$ cat config.mk
export PLATFORM = sky130hd
export DESIGN_NAME = iomem_arbiter
export DESIGN_NICKNAME = d
export VERILOG_FILES = /design/src/rtl/iomem_arbiter.sv
export SDC_FILE = /design/constraint.sdc
export NUM_CORES = 1
export LEC_CHECK = 0
export CAP_MARGIN = 20
export CORE_AREA = 5 5 117 119
export DETAILED_ROUTE_END_ITERATION = 10
export DIE_AREA = 0 0 122 124
export GPL_ROUTABILITY_DRIVEN = 0
export HOLD_SLACK_MARGIN = 0.03
export MAX_ROUTING_LAYER = met4
export PLACE_DENSITY = 0.66
export SYNTH_ARGS = -nofsm -noshare
export SYNTH_HDL_FRONTEND = slang
export SYNTH_SLANG_ARGS = --single-unit
$ cat constraint.sdc
create_clock -name clk_i -period 2.52 [get_ports clk_i]
set_input_delay 0.63 -clock clk_i [delete_from_list [all_inputs] [get_ports clk_i]]
set_output_delay 0.63 -clock clk_i [all_outputs]
set_load 0.05 [all_outputs]
$ cat src/rtl/iomem_arbiter.sv
// Two-master round-robin arbiter for the iomem valid/ready bus.
// Grant is held per transaction; a watchdog forces error completions.
module iomem_arbiter #(
    parameter int          TIMEOUT   = 64,
    parameter logic [31:0] ERR_RDATA = 32'hDEAD_BEEF
) (
    input  logic        clk_i,
    input  logic        rst_n,
    input  logic        m0_valid,
    input  logic [3:0]  m0_wstrb,
    input  logic [31:0] m0_addr,
    input  logic [31:0] m0_wdata,
    output logic        m0_ready,
    output logic [31:0] m0_rdata,
    input  logic        m1_valid,
    input  logic [3:0]  m1_wstrb,
    input  logic [31:0] m1_addr,
    input  logic [31:0] m1_wdata,
    output logic        m1_ready,
    output logic [31:0] m1_rdata,
    output logic        s_valid,
    output logic [3:0]  s_wstrb,
    output logic [31:0] s_addr,
    output logic [31:0] s_wdata,
    input  logic        s_ready,
    input  logic [31:0] s_rdata,
    output logic        grant_o,
    output logic        busy_o,
    output logic        timeout_o
);

    localparam int WDW = $clog2(TIMEOUT + 1);

    typedef enum logic {IDLE, BUSY} state_t;

    state_t           r_state, w_state_nx;
    logic             r_grant, w_grant_nx;
    logic             r_last_grant, w_last_grant_nx;
    logic [WDW-1:0]   r_wdog, w_wdog_nx;

    logic w_busy;
    logic w_done;
    logic w_tmo;
    logic w_fin;

    assign w_busy = (r_state == BUSY);
    assign w_done = w_busy && s_ready;
    // s_ready in the watchdog cycle wins over the forced completion
    assign w_tmo  = w_busy && !s_ready && (r_wdog == WDW'(TIMEOUT - 1));
    assign w_fin  = w_done || w_tmo;

    always_ff @(posedge clk_i) begin
        if (!rst_n) begin
            r_state      <= IDLE;
            r_grant      <= 1'b0;
            r_last_grant <= 1'b1;
            r_wdog       <= '0;
        end else begin
            r_state      <= w_state_nx;
            r_grant      <= w_grant_nx;
            r_last_grant <= w_last_grant_nx;
            r_wdog       <= w_wdog_nx;
        end
    end

    always_comb begin
        w_state_nx      = r_state;
        w_grant_nx      = r_grant;
        w_last_grant_nx = r_last_grant;
        w_wdog_nx       = r_wdog;
        case (r_state)
            IDLE: begin
                if (m0_valid || m1_valid) begin
                    w_state_nx = BUSY;
                    w_wdog_nx  = '0;
                    if (m0_valid && m1_valid)
                        w_grant_nx = ~r_last_grant;
                    else
                        w_grant_nx = m1_valid;
                end
            end
            BUSY: begin
                if (w_fin) begin
                    w_state_nx      = IDLE;
                    w_last_grant_nx = r_grant;
                    w_wdog_nx       = '0;
                end else begin
                    w_wdog_nx = r_wdog + WDW'(1);
                end
            end
            default: w_state_nx = IDLE;
        endcase
    end

    assign s_valid  = w_busy;
    assign s_wstrb  = !w_busy ? 4'h0  : (r_grant ? m1_wstrb : m0_wstrb);
    assign s_addr   = !w_busy ? 32'h0 : (r_grant ? m1_addr  : m0_addr);
    assign s_wdata  = !w_busy ? 32'h0 : (r_grant ? m1_wdata : m0_wdata);

    assign m0_ready  = w_fin && !r_grant;
    assign m1_ready  = w_fin && r_grant;
    assign m0_rdata  = w_tmo ? ERR_RDATA : s_rdata;
    assign m1_rdata  = w_tmo ? ERR_RDATA : s_rdata;

    assign grant_o   = r_grant;
    assign busy_o    = w_busy;
    assign timeout_o = w_tmo;

endmodule

==> key figures, run 1 <==
Clocking
  – Clock tree from TritonCTS: yes
  – Number of buffers between clock root and the deepest sink: 2
  – Root buf cell: sky130_fd_sc_hd__clkbuf_16
  – Clk sink count: 10
  – Hold_buf cts: 0
  – TritonCTS Buffers: 3
  – Number of H-tree levels: 1
  – Clock latency on the worst-skew pair: roughly 0.24 ns
  – Clock slew seen by the registers of the worst setup and hold paths: about 0.040 ns

Power
  – Pwr dens: about 330 nW/um^2
  – Leakage component of the power: between 2 and 3 nW
  – Maximum vdd drop: between 150 and 200 uV
  – Overall power consumption: about 0.0021 W

Routing
  – Met1 Wirelength: ~3800 um
  – Uppermost metal layer occupied by signal nets: met4
  – DR vias: ~2900
  – Detailed-routed wire length on met3: between 1000 and 1500 um
  – Remaining antenna violation count: 0
  – DR vias/cell: approximately 4.1
  – Number of detailed-route iterations in the first pass: 4
  – Drt wl/cell: about 16 um
  – Drt total wl: 11300 um
  – DR DRC count: 0
  – Wire length on met2: 6190 um
  – Number of DRC violations after detailed-routing iteration 0: 44

Yosys
  – Most area-consuming cells after synthesis: sky130_fd_sc_hd__mux2i_1, sky130_fd_sc_hd__nor2_1, sky130_fd_sc_hd__buf_4
  – Net count of the mapped netlist: 452
  – Number of distinct library cell variants in the gate-level netlist after synthesis: 33
  – Area of the mapped netlist: about 2000 sq um
  – Adder-cell share of the synthesized area: 0.00633
  – Fraction of the yosys area taken by sequential cells: 0.101
  – Yosys reg bits: 10
  – Mux share of post-synthesis cell area: 0.349
  – Largest area contributor in the synthesized netlist: sky130_fd_sc_hd__mux2i_1
  – Number of synthesized flops with an enable pin: 0
  – Most numerous cell in the Yosys netlist: sky130_fd_sc_hd__nor2_1
  – Complex-gate fraction of the synthesized area: 0.0551
  – Number of warnings issued by yosys: 0
  – Largest family of logic cells by synthesized area: multiplexers
  – Cell types with the highest counts after synthesis: sky130_fd_sc_hd__nor2_1, sky130_fd_sc_hd__mux2i_1, sky130_fd_sc_hd__buf_4, sky130_fd_sc_hd__or2_2
  – Simple logic cell fraction of the synthesized area: 0.305
  – Most instantiated flip-flop cell in the synthesis netlist: sky130_fd_sc_hd__dfxtp_1
  – Portion of synthesized cell area occupied by the leading cell type: 0.349
  – XOR/XNOR Fraction of Synth Area: 0
  – Synthesized instance count: around 280
  – FFs w/ async S/R, synth: 0
  – Syn avg cell area: just over 7 sq um

Cells and area
  – ANT cells: 0
  – Area growth from synthesis to layout: 223%
  – Layout cell share with drive strength beyond 1: 0.335
  – Total Nets Final: slightly above 700
  – Final standard cell utilization of the core: 0.512
  – Finished Layout Cells: 722

STA
  – Worst-Margin Slew: 0.713 ns
  – Worst clock skew: 0.00405 ns
  – Final number of hold-violating endpoints: 0
  – RSZ-0062 raised after global routing: true
  – Setup-violating endpoint count in the final report: 0
  – Period minus WS final: 2.45 ns
  – Final Max Slew Viols: 0
  – Final worst path period share: 0.972
  – F_max: roughly 400 MHz
  – Remaining max-slew budget at the tightest pin: 0.521

Run status
  – Status: completed

Setup path
  – Nature of the critical path startpoint: flip-flop
  – Number of cell instances on the worst register-to-register path: 5
  – Element type at the critical path end: output port
  – Startpoint of the most critical register-to-register path: r_wdog[0]$_SDFFE_PN0P_
  – Peak fanout along the critical path: 33
  – Worst R2R End: busy_o$_SDFF_PN0_
  – Critical path data required time: between 1.5 and 2 ns
  – Slack of the worst reg-to-reg path: 1.04 ns
  – Critical setup path kind: flip-flop to output port
  – Critical Path AT: around 1.8 ns

Floorplan
  – Die outline area: between 15000 and 20000 sq um
  – DIE WIDTH: around 120 um
  – Std-Cell Core Area: roughly 12000 sq um
  – Rows: between 40 and 50
  – Die Ht: about 120 um
  – Initial cell density of the core: 0.159
  – Ports placed on the boundary: around 310

Worst hold path
  – Hold crit path type: flip-flop to flip-flop
  – Hold Path Origin: r_wdog[6]$_SDFFE_PN0P_
  – Worst Hold Endpoint: r_wdog[6]$_SDFFE_PN0P_
  – Hold path depth: 1

Placement
  – Input/output buffers: a little over 300
  – Post-DP HPWL: about 10000 um
  – Cell total after placement: 717

GRT
  – Via count of the first global-routing pass: approximately 3100
  – Total GRT Usage: 0.132
  – First-pass GRT wire length: 15500 um
  – Largest net degree at the start of global routing: 45
  – Antenna violations before repair: 0
  – Congestion Overflow GR: 0

Flow run
  – Max cap viols: 0
==> repair_timing <==
action                                  CTS  global route
pin swaps                                 0             1
resized for setup                        10            21
endpoints found under the setup margin   50            66
setup buffers                             0             1
==> worst max-delay path, stage by stage (launching register included) <==
cell                      delay [ns]
sky130_fd_sc_hd__dfxtp_1        0.36
sky130_fd_sc_hd__ha_2           0.23
sky130_fd_sc_hd__and4_4         0.26
sky130_fd_sc_hd__nand2_2        0.07
sky130_fd_sc_hd__nor2_4         0.13
sky130_fd_sc_hd__buf_12         0.19
sky130_fd_sc_hd__or2_4          0.18
sky130_fd_sc_hd__buf_12         0.14
==> state kept, by name, summed over array words and instances, names as in the netlist <==
name	count
r_wdog	7
r_last_grant	1
busy_o	1
grant_o	1
==> routing by layer <==
metal | vias up | GRT usage
met3 | 9 | 0.0336
met4 | 0 | 0.0287
met5 | - | -
met1 | 1298 | 0.128
met2 | 199 | 0.263
li1 | 1436 | -
==> through the flow <==
stage                     hold slack, ns  TNS [ns]  cell area [sq um]  setup slack, ns
final                              0.477         0               6380           0.0710
after CTS                          0.475     -1.84               6320          -0.0669
after floorplan                    0.445     -1.10               1980           -0.181
after global routing               0.495  -0.00766               6380         -0.00485
after detailed placement           0.470     -3.61               6200          -0.0974
after global placement             0.451     -2.46               6200          -0.0710
==> report_power, final <==
group,leakage [nW],internal [W],switching [W]
Combinational,2.42,0.000824,0.000794
Clock,0.0442,0.000239,0.0000752
Sequential,0.0822,0.000164,0.0000149
Total,2.55,0.00123,0.000884
==> placed cells by master, fill, tap and decap left out, types with 2 or more instances in the layout <==
cell type,synthesis,final
sky130_fd_sc_hd__nor2b_2,0,2
sky130_fd_sc_hd__clkdlybuf4s50_1,0,173
sky130_fd_sc_hd__nand2_1,5,5
sky130_fd_sc_hd__buf_12,0,122
sky130_fd_sc_hd__dfxtp_1,10,8
sky130_fd_sc_hd__o21ai_0,5,5
sky130_fd_sc_hd__buf_6,3,2
sky130_fd_sc_hd__nor2_1,72,72
sky130_fd_sc_hd__buf_4,33,21
sky130_fd_sc_hd__nand3_1,3,3
sky130_fd_sc_hd__clkbuf_16,0,3
sky130_fd_sc_hd__mux2i_1,69,69
sky130_fd_sc_hd__a31oi_1,2,2
sky130_fd_sc_hd__nor3_1,3,3
sky130_fd_sc_hd__or2_4,0,24
sky130_fd_sc_hd__nor2b_1,10,8
sky130_fd_sc_hd__and3_1,2,2
sky130_fd_sc_hd__a21oi_1,4,4
sky130_fd_sc_hd__inv_1,3,3
==> worst max path at each step <==
stage                      startpoint            to  slack, ns  depth (start not counted)
6_report       r_wdog[0]$_SDFFE_PN0P_  m1_rdata[25]       0.07                          7
5_1_grt        r_wdog[0]$_SDFFE_PN0P_      m1_ready     -0.005                          6
4_1_cts                       s_ready  m1_rdata[26]      -0.07                          6
3_5_place_dp                  s_ready  m1_rdata[25]       -0.1                          6
3_3_place_gp                  s_ready  m1_rdata[11]      -0.07                          6
2_1_floorplan                 s_ready  m1_rdata[17]      -0.18                          5
==> kinds of logic after synthesis <==
group | count (synthesis)
compound gates | 17
flops | 10
mux | 69
buf+inv | 55
fa+ha+maj | 1
simple gates | 126
==> final cells by class <==
cell class,count,area (sq um)
Fill cell,1112,6090
Tap cell,172,215
Sequential cell,10,205
Inverter,4,15.0
Multi-Input combinational cell,213,1490
Clock buffer,4,88.8
Timing Repair Buffer,319,4370
Power figures use the tool's default switching activity.
==> run 2, diff against run 1 <==
--- a/config.mk
+++ b/config.mk
@@ -7,6 +7,7 @@
 export LEC_CHECK = 0
 export CAP_MARGIN = 20
 export CORE_AREA = 5 5 117 119
+export CTS_CLUSTER_SIZE = 30
 export DETAILED_ROUTE_END_ITERATION = 10
 export DIE_AREA = 0 0 122 124
 export GPL_ROUTABILITY_DRIVEN = 0
==> results of run 2 <==
Final layout, timing and power as in run 1 (identical DEF).
